**src/rtl/rf_pkg.sv**
```systemverilog
// Shared register-file constants and types, reused by the ID and WB stages.
package rf_pkg;

  localparam int DATA_W       = 32;
  localparam int NUM_REGS     = 32;
  localparam int REG_ADDR_W   = $clog2(NUM_REGS);
  localparam int CNT_W        = 2;   // up to three writers in flight: EX, MEM, WB
  localparam int ZERO_REG_IDX = 0;

  typedef logic [REG_ADDR_W-1:0] reg_addr_t;
  typedef logic [DATA_W-1:0]     word_t;
  typedef logic [CNT_W-1:0]      cnt_t;

endpackage

```
**src/rtl/sb_counter.sv**
```systemverilog
// One scoreboard entry: saturating pending-write counter with overflow/underflow strobes.
module sb_counter
  import rf_pkg::*;
(
  input  logic clk,
  input  logic rst,
  input  logic inc,
  input  logic dec,
  output cnt_t cnt,
  output logic ovf,
  output logic udf
);

  // Simultaneous inc and dec cancel, so neither saturation case applies then.
  assign ovf = inc & ~dec & (cnt == '1);
  assign udf = dec & ~inc & (cnt == '0);

  // NOTE: sequential state uses non-blocking assignments so every flop samples pre-edge values.
  always_ff @(posedge clk or negedge rst) begin
    if (!rst) begin
      cnt <= '0;
    end else if (inc && !dec && !ovf) begin
      cnt <= cnt + cnt_t'(1);
    end else if (dec && !inc && !udf) begin
      cnt <= cnt - cnt_t'(1);
    end
  end

endmodule

```
**src/rtl/reg_file_sb.sv**
```systemverilog
// 32x32 register file with per-register pending-write scoreboard and RAW hazard output.
// Optional write-through bypass from the WB port is enabled by defining RF_BYPASS_EN.
module reg_file_sb
  import rf_pkg::*;
#(
  parameter bit ZERO_REG = 1'b1
) (
  input  logic                  clk,
  input  logic                  rst,
  input  logic                  WB_en,
  input  logic [REG_ADDR_W-1:0] WB_Dest,
  input  logic [DATA_W-1:0]     WB_Value,
  input  logic [REG_ADDR_W-1:0] src1,
  input  logic [REG_ADDR_W-1:0] src2,
  input  logic                  use_src2,
  input  logic                  issue,
  input  logic                  issue_wb_en,
  input  logic [REG_ADDR_W-1:0] issue_dest,
  output logic [DATA_W-1:0]     reg1,
  output logic [DATA_W-1:0]     reg2,
  output logic                  hazard,
  output logic                  sb_err
);

  word_t               regs [NUM_REGS];
  cnt_t                cnt  [NUM_REGS];
  logic [NUM_REGS-1:0] inc, dec, ovf, udf, busy;
  logic                wb_live;

  function automatic logic is_zero(input reg_addr_t a);
    return ZERO_REG && (a == reg_addr_t'(ZERO_REG_IDX));
  endfunction

  assign wb_live = WB_en & ~is_zero(WB_Dest);

  for (genvar r = 0; r < NUM_REGS; r++) begin : g_sb
    localparam reg_addr_t R = reg_addr_t'(r);

    assign inc[r] = issue & issue_wb_en & (issue_dest == R) & ~is_zero(R);
    assign dec[r] = wb_live & (WB_Dest == R);

    sb_counter u_cnt (
      .clk (clk),
      .rst (rst),
      .inc (inc[r]),
      .dec (dec[r]),
      .cnt (cnt[r]),
      .ovf (ovf[r]),
      .udf (udf[r])
    );

`ifdef RF_BYPASS_EN
    // The last pending write landing this cycle is forwarded, so it no longer blocks.
    assign busy[r] = (cnt[r] > cnt_t'(1)) | ((cnt[r] == cnt_t'(1)) & ~dec[r]);
`else
    assign busy[r] = (cnt[r] != '0);
`endif
  end

  assign hazard = busy[src1] | (use_src2 & busy[src2]);

  // NOTE: the array is architecturally visible after reset, so every entry is cleared here.
  always_ff @(posedge clk or negedge rst) begin
    if (!rst) begin
      for (int i = 0; i < NUM_REGS; i++) regs[i] <= '0;
    end else if (wb_live) begin
      regs[WB_Dest] <= WB_Value;
    end
  end

  always_ff @(posedge clk or negedge rst) begin
    if (!rst) begin
      sb_err <= 1'b0;
    end else if ((|ovf) || (|udf)) begin
      sb_err <= 1'b1;
    end
  end

  // NOTE: each combinational output gets a default first so no latch is inferred.
  always_comb begin
    reg1 = regs[src1];
`ifdef RF_BYPASS_EN
    if (wb_live && (WB_Dest == src1)) reg1 = WB_Value;
`endif
    if (is_zero(src1)) reg1 = '0;
  end

  always_comb begin
    reg2 = regs[src2];
`ifdef RF_BYPASS_EN
    if (wb_live && (WB_Dest == src2)) reg2 = WB_Value;
`endif
    if (is_zero(src2)) reg2 = '0;
  end

endmodule

```
**config.mk**
```make
export PLATFORM = sky130hd
export DESIGN_NAME = reg_file_sb
export DESIGN_NICKNAME = d
export VERILOG_FILES = /design/src/rtl/rf_pkg.sv /design/src/rtl/sb_counter.sv /design/src/rtl/reg_file_sb.sv
export SDC_FILE = /design/constraint.sdc
export NUM_CORES = 2
export LEC_CHECK = 0
export BUFFER_PORTS_ARGS = -buffer_cell sky130_fd_sc_hd__buf_2
export CAP_MARGIN = 20
export CORE_ASPECT_RATIO = 0.75
export CORE_UTILIZATION = 45
export DETAILED_ROUTE_END_ITERATION = 8
export SLEW_MARGIN = 40
export SYNTH_ARGS = -nofsm -noshare
export SYNTH_HDL_FRONTEND = slang
export SYNTH_SLANG_ARGS = --single-unit
export TNS_END_PERCENT = 100
```
**constraint.sdc**
```tcl
create_clock -name clk -period 2.15 [get_ports clk]
set_input_delay 0.215 -clock clk [delete_from_list [all_inputs] [get_ports clk]]
set_output_delay 0.215 -clock clk [all_outputs]
set_load 0.005 [all_outputs]
```
### Word-level counts from Yosys, hierarchy flattened

Cells that the tools add are included.

* input bits: 58
* register bits: 1089
* logic and storage cells: 914

* reductions and logical operators: 352
* magnitude comparators: 6
* equal/unequal tests: 93
* add/subtract/negate cells: 63
* multiplexer cells: 77
* bitwise operators: 258

Operator list (count)
* 1024-bit bitwise mux: 1
* 32-bit binary-select mux with 5-bit select: 2
* 32-bit 2-to-1 mux: 7
* 1-bit AND: 191
* 32-bit demux with 5-bit select: 1
* 5-bit equality test, second input constant: 32
* 1-bit logical AND: 126
* 2-bit nonzero test: 63
* 1-bit zero test: 125
* 2-bit 2-to-1 mux: 62
* 5-bit by 4-bit equality test with 1-bit output, second input constant: 16
* 2-bit zero test: 32
* 2-bit by 1-bit subtractor with 2-bit output, second input constant: 32
* 1-bit inverter: 63
* 2-bit by 1-bit adder with 2-bit output, second input constant: 31
* 2-bit equality test, second input constant: 31
* 5-bit by 3-bit equality test with 1-bit output, second input constant: 8
* 32-bit OR reduction: 1
* 31-bit OR reduction: 1
* 5-bit by 2-bit equality test with 1-bit output, second input constant: 4
* 6-bit greater-or-equal comparator, second input constant: 3
* 5-bit inverter with 6-bit output: 3
* 5-bit zero test: 3
* 5-bit by 6-bit < comparator with 1-bit output, second input constant: 2
* 6 further kinds: 9

### Longest topological paths before layout

* depth after elaboration: 10
* gate-level depth with buffers: 10
* gate-level depth less buffers: 7

### Cells and area by module

From an unflattened synthesis, not the netlist that was laid out.

* cells, all modules: 4397
* area total of the unflattened synthesis: 59417.0 µm²

By module, submodules not included
* reg_file_sb: seq. area each 25649.6 µm², area an instance 55333.1 µm², cells an instance 3949, times used 1
* sb_counter: seq. area each 50.0 µm², area an instance 127.6 µm², cells an instance 14, times used 32

### Worst setup path before layout

OpenSTA, ideal clock, no wires.

* path type: input -> output
* start point: in src1[0]
* end point: out reg1[10]
* data arrival time: 2.068 ns
* path buffers: 2
* data required time: 1.935 ns
* stages on the path: 6
* setup slack: -0.133 ns
* cells stage by stage: clkbuf_1 -> clkbuf_1 -> mux4_2 -> mux4_2 -> mux2i_1 -> nor2_1

* word-level cells in the longest chain between the ends: 5

RTL lines
* start: declaration: line reg_file_sb.sv:13 `input logic [REG_ADDR_W-1:0] src1,`
* 5-bit inverter with 6-bit output (not written as such): line reg_file_sb.sv:81 `reg1 = regs[src1];`
* 32-bit binary-select mux with 5-bit select: line reg_file_sb.sv:81
* 32-bit 2-to-1 mux (not written as such) (2 in a row): line reg_file_sb.sv:81
* 32-bit 2-to-1 mux *: line reg_file_sb.sv:85 `if (is_zero(src1)) reg1 = '0;`
* end: declaration: line reg_file_sb.sv:19 `output logic [DATA_W-1:0] reg1,`

Every way passes the cells marked *; elsewhere a longest branch is shown, timed or not. The select of a mux whose other input is x is not followed.

### Worst setup path after layout

* start point: reg regs[611] (netlist bit)
* end point: out reg1[3]

* word-level cells in the longest chain between the ends: 4

RTL lines
* start: declaration: line reg_file_sb.sv:25 `word_t regs [NUM_REGS];`
* start signal: indexed assignment: line reg_file_sb.sv:67 `regs[WB_Dest] <= WB_Value;`
* 32-bit binary-select mux with 5-bit select: line reg_file_sb.sv:81
* 32-bit 2-to-1 mux (not written as such) (2 in a row): line reg_file_sb.sv:81
* 32-bit 2-to-1 mux: line reg_file_sb.sv:85

No other way between the ends. The select of a mux whose other input is x is not followed.

==> results.py <==
metrics = {
    "global_routing": {
        "grt_max_degree": 102,
        "grt.total_usage_pct": 29.1,
        "grt_pass1_wl_mm": 282,
        "grt_pass1_vias": 40300,
        "grt_overflow": 0,
        "antenna_found_initial": 3,
    },
    "timing": {
        "hold_violations": 0,
        "timing.slew.headroom_pct": 43.3,
        "rsz0062_at_grt": "yes",
        "finalMaxSlewViolations": 0,
        "timing.final.crit_share_pct": 134,
        "tightest_slew_ps": 851,
        "clock.fmax_mhz": 348,
        "setup_violations": 65,
        "period_minus_slack_ps": 2880,
        "fin_ws_ps": -726,
        "final.setup_skew_ps": 18.0,
    },
    "floorplanning": {
        "dieArea_mm2": 0.132,
        "ios": 124,
        "coreArea_mm2": 0.129,
        "die_y_um": 315,
        "row_count": 114,
        "initial_utilization_pct": 45.5,
        "die_w_um": 420,
    },
    "clocking": {
        "clkSinkCount": 1089,
        "cts-buffers-inserted": 112,
        "cts-root-buf": "clkbuf_16",
        "htreeDepth": 3,
        "cts.clk_slew.worst_paths_ps": 60,
        "cts_tree": "done",
        "clock_latency_ps": 740,
        "clockBufferDepth": 3,
    },
    "layout": {
        "finalNetCount": 4634,
        "drive_gt1_share_pct": 55.6,
        "diodes": 0,
        "fill_cells": 10400,
        "seq_area_mm2": 0.0273,
        "multi_input_area_mm2": 0.0305,
        "final_cells": 6404,
        "area_growth_pct": 21.6,
    },
    "routing": {
        "vias_per_cell": 6.28,
        "postRouteAntennaNets": 0,
        "drt-total-wl_mm": 190,
        "post_drt_wl_per_cell_um": 29.7,
        "first_iter_violations": 4059,
        "vias": 40200,
        "drt_pass1_iterations": 5,
        "drc": 0,
    },
    "setup_path": {
        "reg2reg_from": "g_sb[31].u_cnt.cnt[0]$_DFFE_PN0P_",
        "path_buf_inv": 1,
        "path_common_cell": "mux4_2",
        "cp_slowest_stage_delay_ps": 510,
        "arrival_ps": 2660,
        "r2r-end": "sb_err$_DFFE_PN0P_",
        "crit_cells": 5,
        "end_kind": "output pin",
        "rr_worst_depth": 8,
        "cp-start-kind": "flop",
        "crit_type": "flop to output pin",
        "path_max_fanout": 3,
        "cp_top_family": "multiplexers",
        "required_ps": 1930,
        "slowest_stage": "mux4_2",
        "cp_cell_sequence": "mux4_2 > mux4_2 > mux2i_4 > nor2_2 > buf_2",
        "rrSetupSlack_ps": 70,
    },
    "logic_synthesis": {
        "seq_area_frac_synth_pct": 46.3,
        "async_reset_ff_share_pct": 100,
        "ys_ff_latch": 1089,
        "yosys_warnings": 0,
        "synth.distinct_cells": 71,
        "synthesis.nets": 4206,
        "syn_area_mm2": 0.0589,
        "synthFlopType": "dfrtp_1",
        "synth_edf_count": 0,
        "syn_avg_cell_area_um2": 14.2,
        "synth_cells": 4147,
    },
    "pwr": {
        "vdd_drop_max_mv": 0.740,
        "power.density_mw_per_mm2": 886,
        "p_leak_nw": 31.3,
        "total_power_mw": 63.5,
    },
    "min_path": {
        "hold_end": "g_sb[24].u_cnt.cnt[1]$_DFFE_PN0P_",
        "hold_path_depth": 6,
        "hp-start": "issue_dest[1]",
        "hold_class": "input port to flop",
    },
    "place": {
        "hpwlAfterDp_mm": 120,
        "dp_cells": 6104,
        "routabilityCongestion": 0.904,
        "io_buffers": 123,
    },
    "status": {
        "status": "complete, but fails checks",
        "failed_checks": "negative setup slack",
    },
    "job": {
        "drv_cap": 0,
    },
}
[metal layers]
metal,global-route usage (%),wire length [um]
met1,42.1,82200
met2,44.4,87100
met3,6.18,14300
met4,8.72,6610
met5,0,11
[power breakdown]
part	total [mW]	switching, mW	internal (mW)
Combinational	14.6	5.64	8.97
Sequential	27.3	2.93	24.4
Clock	21.6	8.80	12.8
Total	63.5	17.4	46.1
[final cells by class]
cell class                      instances  area share [%]
Clock buffer                          156            4.62
Clock inverter                         47            1.04
Inverter                               26           0.136
Multi-Input combinational cell       2596            42.6
Sequential cell                      1089            38.0
Tap cell                             1740            3.04
Timing Repair Buffer                  750            10.5
[how the worst max path moves through the flow]
| stage | from | to | slack (ps) |
|---|---|---|---|
| finish | regs[611]$_DFFE_PN0P_ | reg1[3] | -730 |
| global route | regs[611]$_DFFE_PN0P_ | reg1[3] | -800 |
| CTS | regs[611]$_DFFE_PN0P_ | reg1[3] | -790 |
| detailed placement | src1[0] | reg1[3] | -690 |
| global placement | src1[0] | reg1[3] | -680 |
| floorplan | src2[1] | reg2[10] | -50 |
[state kept, by name, indices dropped and copies added (netlist names)]
register / cells
g_sb.u_cnt.cnt: 64
regs: 1024
sb_err: 1
[layout by cell type, fill, tap and decap left out, drive strengths merged, types with 29 or more instances in the layout]
cell type    instances
dlygate4sd3         33
dfrtp             1089
mux2i               34
clkbuf             156
o21ai               60
inv                 30
a21oi               82
a211oi              29
mux4               653
buf                717
nor2               130
nand2              532
mux2               867
[stage by stage]
stage | setup slack [ps] | setup TNS [ps] | cell area, um2 | hold slack [ps] | utilization [%]
after floorplan | -46.6 | -932 | 59100 | -80.6 | -
after global placement | -683 | -30240 | 66200 | 119 | 51.2
after detailed placement | -695 | -33130 | 66200 | 121 | 51.2
after CTS | -791 | -39110 | 71300 | 101 | 55.1
after global routing | -800 | -41610 | 71700 | 159 | 55.4
final | -726 | -36410 | 71700 | 160 | 55.4
[synth_stat cells (5+ instances only)]
library cell	instances	area (um2)
mux2_2	867	9760
nor2b_1	8	50.1
a2111oi_0	6	52.6
nor2_1	126	473
o21ai_0	60	300
a21oi_1	82	410
o211ai_1	11	82.6
nand4b_1	6	52.6
dfrtp_1	1089	27300
a32oi_1	6	52.6
buf_2	93	465
nand2b_1	8	50.1
nand4_1	9	56.3
clkbuf_1	295	1110
mux2i_1	34	340
nand3_1	27	135
or3_1	5	31.3
inv_1	26	97.6
and3_1	6	37.5
nand2_1	531	1990
nor3_1	17	85.1
and2_1	11	68.8
mux4_2	653	14700
a211oi_1	29	218
o2111ai_1	9	78.8
nand4bb_1	5	56.3
or2_2	9	56.3
buf_1	46	173
[worst reg2reg max path: stages, from the launching register on]
cell	delay, ps
dfrtp_1	360
nor2_2	90
buf_4	140
o2111ai_1	120
o2111ai_1	270
a2111oi_2	500
buf_4	180
and4_1	210
nand4bb_1	100
[kinds of logic (layout without fill, tap and decap cells)]
kind of cell             count (synthesis)  in the layout  share of synthesized area [%]
AO/OA/AOI/OAI                          238            238                           2.54
adder cells (fa/ha/maj)                  1              1                         0.0212
buffers and inverters                  462            979                           3.16
flip-flops                            1089           1089                           46.3
multiplexers                          1554           1554                           42.1
AND/OR/NAND/NOR                        803            803                           5.92
[repair_timing]
item,4_1_cts,5_1_grt
hold buffers,34,0
setup endpoints to repair,66,66
hold endpoints to repair,1028,0
pin swaps,36,16
setup buffers,27,36
resized for setup,122,28
Power figures use the tool's default switching activity.
